$ cat src/rtl/cpu_io_control_if.sv
// External memory bus between cpu_io_control (master) and the memory system (slave).
// One outstanding request; mem_req is held until mem_ack.
interface cpu_io_control_if #(
  parameter int unsigned ADDR_W = 16,
  parameter int unsigned DATA_W = 16
);
  logic              mem_req;
  logic              mem_we;
  logic [ADDR_W-1:0] mem_addr;
  logic [DATA_W-1:0] mem_wdata;
  logic              mem_ack;
  logic [DATA_W-1:0] mem_rdata;

  modport master (
    output mem_req,
    output mem_we,
    output mem_addr,
    output mem_wdata,
    input  mem_ack,
    input  mem_rdata
  );

  modport slave (
    input  mem_req,
    input  mem_we,
    input  mem_addr,
    input  mem_wdata,
    output mem_ack,
    output mem_rdata
  );
endinterface

$ cat src/rtl/cpu_io_control.sv
// Bus handshake engine for the CPU: one fetch/load/store transaction per *_io cpu_state.
// Optional ack timeout is enabled by defining CPU_IO_TIMEOUT_EN.
`ifndef CPU_FETCH_BEGIN
`define CPU_FETCH_BEGIN   4'h0
`endif
`ifndef CPU_FETCH_IO
`define CPU_FETCH_IO      4'h1
`endif
`ifndef CPU_FETCH_END
`define CPU_FETCH_END     4'h2
`endif
`ifndef CPU_DECODE
`define CPU_DECODE        4'h3
`endif
`ifndef CPU_EXEC_BEGIN
`define CPU_EXEC_BEGIN    4'h4
`endif
`ifndef CPU_EXEC_LOAD_IO
`define CPU_EXEC_LOAD_IO  4'h5
`endif
`ifndef CPU_EXEC_STORE_IO
`define CPU_EXEC_STORE_IO 4'h6
`endif
`ifndef CPU_EXEC_END
`define CPU_EXEC_END      4'h7
`endif

module cpu_io_control #(
  parameter int unsigned ADDR_W         = 16,
  parameter int unsigned DATA_W         = 16,
  parameter int unsigned TIMEOUT_CYCLES = 255
) (
  input  logic              clk,
  input  logic              reset,
  input  logic [3:0]        cpu_state,
  input  logic [ADDR_W-1:0] pc_addr,
  input  logic [ADDR_W-1:0] data_addr,
  input  logic [DATA_W-1:0] wdata,
  output logic              ready,
  output logic [DATA_W-1:0] rdata,
  output logic              io_err,
  cpu_io_control_if.master  mem
);

  localparam logic [1:0] IDLE = 2'd0;
  localparam logic [1:0] BUSY = 2'd1;
  localparam logic [1:0] DONE = 2'd2;

  logic [1:0]        state_q, state_d;
  logic              req_q, req_d;
  logic              we_q, we_d;
  logic [ADDR_W-1:0] addr_q, addr_d;
  logic [DATA_W-1:0] wdata_q, wdata_d;
  logic              ready_q, ready_d;
  logic [DATA_W-1:0] rdata_q, rdata_d;
  logic              err_q, err_d;

  logic is_fetch, is_load, is_store, is_io;

  assign is_fetch = (cpu_state == `CPU_FETCH_IO);
  assign is_load  = (cpu_state == `CPU_EXEC_LOAD_IO);
  assign is_store = (cpu_state == `CPU_EXEC_STORE_IO);
  assign is_io    = is_fetch | is_load | is_store;

`ifdef CPU_IO_TIMEOUT_EN
  localparam int unsigned CNT_W =
    ($clog2(TIMEOUT_CYCLES + 1) > 8) ? $clog2(TIMEOUT_CYCLES + 1) : 8;

  logic [CNT_W-1:0] cnt_q, cnt_d;
  logic             timeout_hit;

  // Counter holds the number of ack-less BUSY cycles already elapsed.
  assign timeout_hit = (cnt_q == CNT_W'(TIMEOUT_CYCLES - 1));
`else
  logic unused_timeout;
  assign unused_timeout = ^TIMEOUT_CYCLES;
`endif

  always_comb begin
    state_d = state_q;
    req_d   = req_q;
    we_d    = we_q;
    addr_d  = addr_q;
    wdata_d = wdata_q;
    rdata_d = rdata_q;
    ready_d = 1'b0;
    err_d   = 1'b0;
`ifdef CPU_IO_TIMEOUT_EN
    cnt_d   = cnt_q;
`endif
    case (state_q)
      IDLE: begin
        if (is_io) begin
          req_d   = 1'b1;
          we_d    = is_store;
          addr_d  = is_fetch ? pc_addr : data_addr;
          wdata_d = wdata;
          state_d = BUSY;
`ifdef CPU_IO_TIMEOUT_EN
          cnt_d   = '0;
`endif
        end
      end
      BUSY: begin
        if (!is_io) begin
          // cpu_control abandoned the transaction: drop the bus quietly.
          req_d   = 1'b0;
          state_d = IDLE;
        end else if (mem.mem_ack) begin
          req_d   = 1'b0;
          ready_d = 1'b1;
          if (!we_q) begin
            rdata_d = mem.mem_rdata;
          end
          state_d = DONE;
        end
`ifdef CPU_IO_TIMEOUT_EN
        else if (timeout_hit) begin
          req_d   = 1'b0;
          ready_d = 1'b1;
          err_d   = 1'b1;
          if (!we_q) begin
            rdata_d = '1;
          end
          state_d = DONE;
        end else begin
          cnt_d = cnt_q + 1'b1;
        end
`endif
      end
      DONE: begin
        // Wait for cpu_control to leave the io state so the request is not reissued.
        if (!is_io) begin
          state_d = IDLE;
        end
      end
      default: begin
        state_d = IDLE;
        req_d   = 1'b0;
      end
    endcase
  end

  always_ff @(posedge clk or negedge reset) begin
    if (!reset) begin
      state_q <= IDLE;
      req_q   <= 1'b0;
      we_q    <= 1'b0;
      addr_q  <= '0;
      wdata_q <= '0;
      ready_q <= 1'b0;
      rdata_q <= '0;
      err_q   <= 1'b0;
    end else begin
      state_q <= state_d;
      req_q   <= req_d;
      we_q    <= we_d;
      addr_q  <= addr_d;
      wdata_q <= wdata_d;
      ready_q <= ready_d;
      rdata_q <= rdata_d;
      err_q   <= err_d;
    end
  end

`ifdef CPU_IO_TIMEOUT_EN
  always_ff @(posedge clk or negedge reset) begin
    if (!reset) begin
      cnt_q <= '0;
    end else begin
      cnt_q <= cnt_d;
    end
  end
`endif

  assign mem.mem_req   = req_q;
  assign mem.mem_we    = we_q;
  assign mem.mem_addr  = addr_q;
  assign mem.mem_wdata = wdata_q;
  assign ready         = ready_q;
  assign rdata         = rdata_q;
  assign io_err        = err_q;

endmodule

$ cat src/flat_wrapper.sv
// flat-port wrapper written by rule: the top's interface ports become plain ports
module cpu_io_control_flat 
#(
  parameter int unsigned ADDR_W         = 16,
  parameter int unsigned DATA_W         = 16,
  parameter int unsigned TIMEOUT_CYCLES = 255
)
  (clk, reset, cpu_state, pc_addr, data_addr, wdata, ready, rdata, io_err, mem_mem_req, mem_mem_we, mem_mem_addr, mem_mem_wdata, mem_mem_ack, mem_mem_rdata);
  cpu_io_control_if #(.ADDR_W(ADDR_W), .DATA_W(DATA_W)) mem_i ();
  input  logic clk;
  input  logic reset;
  input  logic [3:0] cpu_state;
  input  logic [ADDR_W-1:0] pc_addr;
  input  logic [ADDR_W-1:0] data_addr;
  input  logic [DATA_W-1:0] wdata;
  output logic ready;
  output logic [DATA_W-1:0] rdata;
  output logic io_err;
  output wire logic [$bits(mem_i.mem_req)-1:0] mem_mem_req;
  output wire logic [$bits(mem_i.mem_we)-1:0] mem_mem_we;
  output wire logic [$bits(mem_i.mem_addr)-1:0] mem_mem_addr;
  output wire logic [$bits(mem_i.mem_wdata)-1:0] mem_mem_wdata;
  input wire logic [$bits(mem_i.mem_ack)-1:0] mem_mem_ack;
  input wire logic [$bits(mem_i.mem_rdata)-1:0] mem_mem_rdata;
  assign mem_mem_req = mem_i.mem_req;
  assign mem_mem_we = mem_i.mem_we;
  assign mem_mem_addr = mem_i.mem_addr;
  assign mem_mem_wdata = mem_i.mem_wdata;
  assign mem_i.mem_ack = mem_mem_ack;
  assign mem_i.mem_rdata = mem_mem_rdata;
  cpu_io_control #(.ADDR_W(ADDR_W), .DATA_W(DATA_W), .TIMEOUT_CYCLES(TIMEOUT_CYCLES)) u_core (.clk(clk), .reset(reset), .cpu_state(cpu_state), .pc_addr(pc_addr), .data_addr(data_addr), .wdata(wdata), .ready(ready), .rdata(rdata), .io_err(io_err), .mem(mem_i));
endmodule
$ cat config.mk
export PLATFORM = sky130hd
export DESIGN_NAME = cpu_io_control_flat
export DESIGN_NICKNAME = d
export VERILOG_FILES = /design/src/rtl/cpu_io_control_if.sv /design/src/rtl/cpu_io_control.sv /design/src/flat_wrapper.sv
export SDC_FILE = /design/constraint.sdc
export NUM_CORES = 1
export LEC_CHECK = 0
export ABC_AREA = 1
export ABC_CLOCK_PERIOD_IN_PS = 1450
export CAP_MARGIN = 0
export CELL_PAD_IN_SITES_DETAIL_PLACEMENT = 1
export CELL_PAD_IN_SITES_GLOBAL_PLACEMENT = 1
export CORE_UTILIZATION = 28
export DETAILED_ROUTE_END_ITERATION = 10
export PLACE_DENSITY = 0.81
export RECOVER_POWER = 25
export SYNTH_ARGS = -nofsm -noshare
export SYNTH_HDL_FRONTEND = slang
export SYNTH_SLANG_ARGS = --single-unit
$ cat constraint.sdc
create_clock -name clk -period 1.45 [get_ports clk]
set_input_delay 0.29 -clock clk [delete_from_list [all_inputs] [get_ports clk]]
set_output_delay 0.29 -clock clk [all_outputs]
set_load 0.1 [all_outputs]
After elaboration in Yosys (flattened, before gate mapping). Cells that the tools add are included.

Eq/ne operators: 8. Multiplexer cells: 13. Bitwise logic cells: 4. Reduce and logical (&&, ||, !) cells: 5.

Operators by type and width (count): 16-bit 2-to-1 mux (1); 4-bit by 3-bit == test with 1-bit output (second input constant) (2); 2-bit 2-to-1 mux (4); 1-bit 2-to-1 mux (6); 2-bit one-hot mux with 3 select lines (1); 3-bit AND reduction (2); 4-bit by 1-bit == test with 1-bit output (second input constant) (1); 4-bit AND reduction (1); 3-bit inequality test (second input constant) (1); 1-bit one-hot mux with 3 select lines (1); 2-bit by 1-bit == test with 1-bit output (second input constant) (1); 2-bit == test (second input constant) (1); 2-bit zero test (1); 2-bit by 1-bit inequality test with 1-bit output (second input constant) (1); 2-bit inequality test (second input constant) (1); 1-bit NOT (2); 1-bit bitwise OR (2); 2-bit AND reduction (1).

Flip-flop bits (word level): 53. Input bits: 71.

Longest topological paths before layout. Gate-level depths: netlist (run 1).

Depth in word-level cells: 5. Gate-level depth with buffers: 9. Mapped depth without buffers: 8.

Least setup slack after synthesis (run 1). No wires, ideal clock.

Path kind: flip-flop to flip-flop. Start point: register u_core.we_q, in the netlist u_core.mem.mem_we. End point: register u_core.rdata_q[10], in the netlist u_core.rdata[10]. Setup time: 0.122 ns. Arrival time: 1.573 ns. Required time: 1.328 ns. Path slack: -0.245 ns. Stages on the path, launching flop included: 6. Buffers on the path: 1. Cell sequence: dfrtp_1 -> nor2_2 -> nand3_4 -> buf_2 -> nand2_1 -> nand2_1.

Word-level cells in the longest chain between the ends: 2.

RTL lines: start, declared (line cpu_io_control.sv:51) `logic we_q, we_d;`; start signal, assigned (line cpu_io_control.sv:157) `we_q <= we_d;`; 1-bit NOT (no source line); 4-bit AND reduction (no source line); end signal, assigned (line cpu_io_control.sv:161) `rdata_q <= rdata_d;`; end, declared (line cpu_io_control.sv:55) `logic [DATA_W-1:0] rdata_q, rdata_d;`.

Every way passes these cells. A chain may end at the register's enable or synchronous reset.

Worst setup path in the final report (run 1).
Start point: input port cpu_state[1]. End point: register u_core.addr_q[12], in the netlist u_core.mem.mem_addr[12].

Word-level cells in the longest chain between the ends: 4. Elaborated cells on any way between the ends: 7. Classes of those cells: eq/ne: 3; mux: 1; bitwise: 2; reduce/logical: 1.

RTL lines: start, declared (line flat_wrapper.sv:12) `input logic [3:0] cpu_state;`; 4-bit by 1-bit == test with 1-bit output (no source line) or 4-bit by 3-bit == test with 1-bit output (tied branches); 1-bit bitwise OR (2 in series) (line cpu_io_control.sv:63) `assign is_io = is_fetch | is_load | is_store;`; 2-bit AND reduction (no source line); end signal, assigned (line cpu_io_control.sv:158) `addr_q <= addr_d;`; end, declared (line cpu_io_control.sv:52) `logic [ADDR_W-1:0] addr_q, addr_d;`.

Several ways; a longest one is shown, not always the timed one.

==> metrics.txt, run 1 <==
starting utilization of the core area between 20 and 30%; Clock Skew 0.00478 ns; post-route fraction of the period consumed by the critical path 94.6%; vertical die dimension 94.9 um; largest area contributor in the synthesized netlist sky130_fd_sc_hd__dfrtp_1; multiplexer share of the synthesized area 0%; io pins 123; fraction of final layout cells with drive strength greater than 1 21.0%; Total Routed Length roughly 7500 um; last weighted congestion value of the routability-driven placer 0.727; min Tclk post-route 1.37 ns; Placement Setup Slack -0.343 ns; count of standard-cell rows 33; wire per inst 14.0 um; area of the core region 8300 sq um; fillers 938; Avg Cell Area, Syn 8.19 sq um; TritonCTS buffer count 5; basic-gate share of the synthesized area counting and, or, nand and nor cells 38.3%; Hold Crit Class input port to asynchronous set/reset pin; first-pass iteration count of the detailed router 4; fin worst setup slack between 0.07 and 0.08 ns; CTS Sinks 53; total negative slack for setup checks 0 ns; post-synthesis cell area 2420 sq um; leakage about 2.2 nW; final hold violations 0; element type at the critical path end flip-flop; grt ovf 0; Final #Nets 498; fraction of the core area covered by cells at the end of the flow 53.3%; global-route wire length before repair between 10000 and 15000 um; ranking of synthesized cells by area sky130_fd_sc_hd__dfrtp_1 55%, sky130_fd_sc_hd__nand2_1 26%, sky130_fd_sc_hd__nand4_1 4.1%; achievable clock frequency 729 MHz; Yosys cell types 20; total inserted antenna cells 0; die outline area 9010 sq um; required arrival time at the worst endpoint between 1.5 and 2 ns; complex-gate fraction of the synthesized area 0.414%; overall track demand over capacity in global routing between 15 and 20%; residual DRC count 0; antenna viol nets, final 0; post-synthesis share of cell area spent on full adders, half adders and majority gates 0%; Yosys warning total 0; net count after synthesis 366; Maximum Capacitance Violations 0; maximum fanout encountered on the critical timing path 7; CTS tree done; synth-to-layout area growth 83.0%; status finished, final reports clean; via count of the first global-routing pass roughly 2600; H-Tree Depth 2; # setup viols final 0; Clk Tree Root Cell sky130_fd_sc_hd__clkbuf_8; total of buffers placed on input and output ports 121; initial antenna violation count 0; HPWL after detailed placement 6120 um; Setup CP Type input port to flip-flop; main combinational cell family by area after synthesis simple AND/OR/NAND/NOR gates; max-slew violation count 0; buffer depth of the longest clock path 2; critical path launch point type input port; worst-skew pair later-pin latency 0.30 ns; critical path arrival ~1.6 ns; maximum number of pins on one net before global-route repair 33; synthesized flop and latch total 53; Clk pin slew, worst setup/hold paths 0.10 ns; maximum vdd drop just under 0.6 mV; Via density 4.61; synthesized instance count 295; pwr dens 1690 nW/um^2; sequential-to-total area share from yosys stat between 50% and 60%; via count 2455; initial detailed-routing violation count 44; die span in x 94.9 um; number of instances in the placed design 523; non-filler cells in the finished layout 533; area share of the leading cell type in the synthesized netlist 54.9%; RSZ-0062 raised after global routing true; post-synthesis share of cell area spent on xor and xnor gates 0%
## worst max-delay path, cell delays in order
cell and delay (ns):
sky130_fd_sc_hd__clkdlybuf4s50_1 0.52, sky130_fd_sc_hd__nand2_1 0.09, sky130_fd_sc_hd__clkinv_1 0.06, sky130_fd_sc_hd__nand2_2 0.07, sky130_fd_sc_hd__nand2_4 0.12, sky130_fd_sc_hd__nand2_4 0.12
sky130_fd_sc_hd__buf_4 0.19, sky130_fd_sc_hd__nand2_1 0.06, sky130_fd_sc_hd__nand2_1 0.06
## routing by layer
metal,GRT usage [%],vias up,part of all wire (%)
li1,-,1186,-
met1,20.6,1179,42
met2,31.2,87,50
met3,5.39,3,7.5
met4,3.03,0,0.50
met5,0,-,0
## layout by cell type, fill, tap and decap left out
cell and instances:
sky130_fd_sc_hd__buf_12 52, sky130_fd_sc_hd__buf_4 13, sky130_fd_sc_hd__buf_6 2, sky130_fd_sc_hd__clkbuf_2 2, sky130_fd_sc_hd__clkbuf_4 1, sky130_fd_sc_hd__clkbuf_8 7
sky130_fd_sc_hd__clkdlybuf4s50_1 69, sky130_fd_sc_hd__clkinv_1 1, sky130_fd_sc_hd__clkinv_2 1, sky130_fd_sc_hd__conb_1 1, sky130_fd_sc_hd__dfrtp_1 52, sky130_fd_sc_hd__dfrtp_2 1
sky130_fd_sc_hd__dlygate4sd3_1 1, sky130_fd_sc_hd__inv_1 6, sky130_fd_sc_hd__inv_2 1, sky130_fd_sc_hd__inv_8 1, sky130_fd_sc_hd__nand2_1 168, sky130_fd_sc_hd__nand2_2 2
sky130_fd_sc_hd__nand2_4 2, sky130_fd_sc_hd__nand3_1 18, sky130_fd_sc_hd__nand3_4 1, sky130_fd_sc_hd__nand4_1 16, sky130_fd_sc_hd__nor2_1 3, sky130_fd_sc_hd__nor2_2 1
sky130_fd_sc_hd__nor2_4 3, sky130_fd_sc_hd__nor3_1 1, sky130_fd_sc_hd__o21ai_0 2
## sequential cells by signal, indices dropped and copies added, names as in the netlist
name,count
u_core.ready,1
u_core.mem.mem_wdata,16
u_core.rdata,16
u_core.state_q,2
u_core.mem.mem_addr,16
u_core.mem.mem_req,1
u_core.mem.mem_we,1
## path summary, 6_finish.rpt
| kind | depth (start not counted) | startpoint | slack [ns] | end |
|---|---|---|---|---|
| min | 2 | reset | 0.44 | u_core.rdata[10] |
| min in group clk | 3 | wdata[5] | 0.52 | u_core.mem.mem_wdata[5] |
| max in group asynchronous | 3 | reset | 0.29 | u_core.mem.mem_wdata[11] |
| max | 9 | cpu_state[1] | 0.08 | u_core.mem.mem_addr[12] |
| max reg2reg | 4 | u_core.state_q[1] | 0.22 | u_core.rdata[13] |
| min reg2reg | 2 | u_core.mem.mem_addr[0] | 0.55 | u_core.mem.mem_addr[0] |
## cell type report
type | instances | area, sq um | area share, %
repair buffers | 140 | 1880 | 42.5
clock buffers | 7 | 96.3 | 2.18
clock inverters | 1 | 5.00 | 0.113
well taps | 105 | 131 | 2.97
flip-flops and latches | 53 | 1330 | 30.0
inverters | 9 | 41.3 | 0.933
multi-input cells | 218 | 943 | 21.3
## cell families after synthesis
logic type,after synthesis
AND/OR/NAND/NOR,215
AO/OA/AOI/OAI,2
buffers and inverters,24
other,1
flip-flops,53
## synth_stat cells, drive strengths merged
cell,instances
nand2,172
buf,15
nand4,16
nor2,7
nor3,1
nand3,19
clkinv,1
dfrtp,53
inv,8
o21ai,2
conb,1
## through the flow
stage                     instance area [sq um]  power [mW]  hold WS, ns
after global routing                       4420        7.75        0.471
after detailed placement                   4320        6.62        0.251
after global placement                     4320        6.54        0.243
after CTS                                  4430        7.54        0.458
final                                      4420        7.47        0.437
after floorplan                            2420        4.67     -0.00559
## what timing repair did
| item | in CTS | in global routing |
|---|---|---|
| pin swaps | 0 | 1 |
| cloned | 0 | 0 |
| buffers inserted | 0 | 1 |
| hold buffers | 1 | 0 |
| endpoints found under the setup margin | 5 | 29 |
| gates resized for setup | 1 | 3 |
| endpoints found under the hold margin | 13 | 0 |
## where the power goes
| part | total, mW | switching, mW | internal [mW] |
|---|---|---|---|
| clock network | 0.921 | 0.488 | 0.433 |
| registers | 2.16 | 0.365 | 1.79 |
| logic | 4.40 | 2.85 | 1.55 |
| total | 7.47 | 3.70 | 3.77 |
Note: power is estimated with default switching activity, not from simulation.
==> run 2, diff against run 1 <==
- ABC_AREA: 1 -> default
- CAP_MARGIN: 0 -> 20
- CORE_UTILIZATION: 28 -> 30
- PLACE_DENSITY: 0.81 -> 0.8
==> run 2 against run 1 <==
  * Global-route usage fell by 0.95 points
  * Via count down 28%
  * Highest routed layer unchanged
  * Wire length fell by 12%
  * Synthesized cell count fell by 51%
  * Non-clock buffer count is 1 higher
  * Area after synthesis fell by 6.6%
  * The flow now finishes with violations (negative setup slack)
  * Largest power group unchanged
  * Sequential cell count unchanged
  * Critical path type is now flip-flop to flip-flop
  * Critical endpoint is now u_core.mem.mem_wdata[5]
  * Core utilization rose by 11 points
==> metrics.txt, run 2 <==
status finished, violations left; failing checks negative setup slack; synthesized instance count 145 (-51%); min Tclk post-route 1.70 ns (+0.328 ns); part of the power in the clock network 12.6% (+0.3 points); achievable clock frequency 588 MHz (-19%); worst flop-to-flop path startpoint u_core.state_q[1]; worst-case reg-to-reg path depth 5 (+1); Sequential Area 1330 sq um (about the same); # setup viols final 48 (+48); total area of multi-input combinational cells 1130 sq um (+19%); Setup CP Type flip-flop to flip-flop; die span in x 88.8 um (-6.5%); Yosys cell types 22 (+10%); Avg Cell Area, Syn 15.6 sq um (+90%); Total Routed Length 6550 um (-12%); worst min-delay path endpoint u_core.mem.mem_we; first-pass iteration count of the detailed router 4 (unchanged); worst hold start cpu_state[0]; TritonCTS buffer count 5 (unchanged); post-synthesis cell area 2260 sq um (-6.6%); HPWL after detailed placement 4740 um (-23%); CTS tree done; post-route fraction of the period consumed by the critical path 117% (+23 points); starting utilization of the core area 31.1% (+2.0 points); Internal Dissipation 3.89 mW (+3.3%); leading cell types by count after synthesis 65 x sky130_fd_sc_hd__mux2_2, 53 x sky130_fd_sc_hd__dfrtp_1, 3 x sky130_fd_sc_hd__buf_2, 3 x sky130_fd_sc_hd__nor3_1; Clk pin slew, worst setup/hold paths 0.09 ns (about the same); last weighted congestion value of the routability-driven placer 0.705 (-3.0%); commonest cells after routing, fill and taps aside 64 x sky130_fd_sc_hd__clkdlybuf4s50_1, 56 x sky130_fd_sc_hd__buf_12, 52 x sky130_fd_sc_hd__mux2_4; total of buffers placed on input and output ports 121 (unchanged); initial antenna violation count 0 (unchanged); leakage 2.05 nW (-6.7%); synthesized flop and latch total 53 (unchanged); Slew @ Worst Pin 0.733 ns; global-route wire length before repair 9600 um (-21%); Post-Route Hold Slack 0.225 ns (-0.212 ns); ranking of synthesized cells by area sky130_fd_sc_hd__dfrtp_1 59%, sky130_fd_sc_hd__mux2_2 32%, sky130_fd_sc_hd__a2111oi_4 1.2%; wire per inst 16.9 um (+21%); Yosys warning total 0 (unchanged); grt ovf 0 (unchanged); pwr dens 1540 nW/um^2 (-8.6%); number of stages on the worst hold path 2; Final #Nets 358 (-28%); total net switching power 3.31 mW (-11%); Maximum Capacitance Violations 0 (unchanged); Hold Crit Class input port to flip-flop; net count after synthesis 216 (-41%); part of the power in registers 29.1% (+0.3 points); critical path arrival 1.89 ns (+0.32 ns); die outline area 7880 sq um (-13%); CTS Sinks 53 (unchanged); maximum number of pins on one net before global-route repair 54 (+64%); initial detailed-routing violation count 33 (-25%); maximum vdd drop 0.832 mV (+43%); antenna viol nets, final 0 (unchanged); Slew headroom 51.2%; maximum fanout encountered on the critical timing path 8 (+1); async set-reset flop share out of synthesis 100% (unchanged); R2R Path End u_core.mem.mem_wdata[5]; H-Tree Depth 2 (unchanged); most common cell after layout, fill and taps aside sky130_fd_sc_hd__clkdlybuf4s50_1; fraction of final layout cells with drive strength greater than 1 54.5% (+33 points); overall track demand over capacity in global routing 16.5% (-0.95 points); sequential-to-total area share from yosys stat 58.7% (+3.9 points); max-slew violation count 0 (unchanged); RSZ-0062 raised after global routing true; Via density 4.54 (-1.4%); setup slack of the worst register-to-register path -0.25 ns (-0.47 ns); via count 1757 (-28%); Clk Tree Root Cell sky130_fd_sc_hd__clkbuf_8; Clock Skew 0.00536 ns (+0.000588 ns); count of standard-cell rows 31 (-6.1%); fin worst setup slack -0.250 ns (-0.328 ns); area of the core region 7250 sq um (-13%); worst-skew pair later-pin latency 0.31 ns (about the same); element type at the critical path end flip-flop; Primary FF master, synth sky130_fd_sc_hd__dfrtp_1; top-count cell post-synth sky130_fd_sc_hd__mux2_2; critical path launch point type flip-flop; vertical die dimension 88.8 um (-6.5%); final hold violations 0 (unchanged); Total Power Consumption 7.21 mW (-3.6%); required arrival time at the worst endpoint 1.65 ns (about the same); synth-to-layout area growth 107%; buffer depth of the longest clock path 2 (unchanged); share of total power in combinational logic 58.4% (-0.4 points); residual DRC count 0 (unchanged); area share of the leading cell type in the synthesized netlist 58.7% (+3.9 points); number of flops mapped to enable cells by yosys 0 (unchanged); largest area contributor in the synthesized netlist sky130_fd_sc_hd__dfrtp_1; via count of the first global-routing pass 1923 (-25%); fillers 659 (-30%); total inserted antenna cells 0 (unchanged); io pins 123 (unchanged); proportion of total power due to net switching 46.0% (-3.6 points)
run 2: metrics by stage:
stage               setup TNS, ns  util (%)  cells  area (sq um)  setup slack [ns]
finish                      -9.62      64.4    387          4670            -0.250
global route               -11.70      64.4    387          4670            -0.288
CTS                        -12.17      62.1    384          4510            -0.283
detailed placement         -36.12      59.5    372          4310            -0.776
global placement           -32.99      59.5    372          4310            -0.685
floorplan                   -9.75         -    145          2360            -0.299
run 2: worst max-delay path, stage by stage, from the launching register on:
cell                        delay [ns]
sky130_fd_sc_hd__dfrtp_1          0.42
sky130_fd_sc_hd__or3_4            0.40
sky130_fd_sc_hd__a21oi_4          0.15
sky130_fd_sc_hd__buf_12           0.15
sky130_fd_sc_hd__clkbuf_16        0.15
sky130_fd_sc_hd__mux2_2           0.32
run 2: what timing repair did:
item / CTS / global route
setup buffers: 2 / 1
hold buffers: 1 / 0
pin swaps: 2 / 4
gates resized for setup: 17 / 32
hold endpoints to repair: 53 / 0
endpoints found under the setup margin: 49 / 49
cloned: 1 / 2
run 2: final cells by class:
cell class | count | area share, %
clock inverter | 1 | 0.107
multi-input combinational | 84 | 24.1
tap | 99 | 2.65
inverter | 2 | 0.161
clock buffer | 7 | 2.06
sequential | 53 | 28.5
timing repair buffer | 141 | 42.4
run 2: layer usage:
layer	up-vias	part of all wire, %	global-route usage, %	routed length (um)
met5	-	0	0	0
met3	8	7.5	5.78	490
li1	802	-	-	-
met1	873	40	18.8	2600
met2	74	51	29.2	3370
met4	0	1.3	4.40	82
run 2: power groups by stage:
stage | clock network [mW] | logic (mW) | registers [mW]
detailed placement | 0 | 4.09 | 2.12
global placement | 0 | 4.05 | 2.10
global route | 0.999 | 4.32 | 2.13
finish | 0.906 | 4.21 | 2.10
floorplan | 0 | 0.414 | 4.03
CTS | 0.949 | 4.12 | 2.09
run 2: how the worst max path moves through the flow:
stage               cells after the start  slack [ns]               from                 endpoint
floorplan                               4       -0.30       cpu_state[0]         u_core.rdata[10]
global placement                        5       -0.69       cpu_state[1]         u_core.rdata[10]
detailed placement                      5       -0.78       cpu_state[1]          u_core.rdata[7]
CTS                                     5       -0.28  u_core.state_q[1]          u_core.rdata[7]
global route                            5       -0.29  u_core.state_q[1]  u_core.mem.mem_wdata[8]
finish                                  5       -0.25  u_core.state_q[1]  u_core.mem.mem_wdata[5]
run 2: kinds of logic (layout without fill, tap and decap cells):
| family | Yosys count | in the layout | share of synthesized area, % |
|---|---|---|---|
| mux | 65 | 65 | 32.4 |
| buf+inv | 8 | 151 | 2.16 |
| flops | 53 | 53 | 58.7 |
| other cells | 1 | 1 | 0.166 |
| compound gates | 7 | 7 | 3.10 |
| simple gates | 11 | 11 | 3.44 |
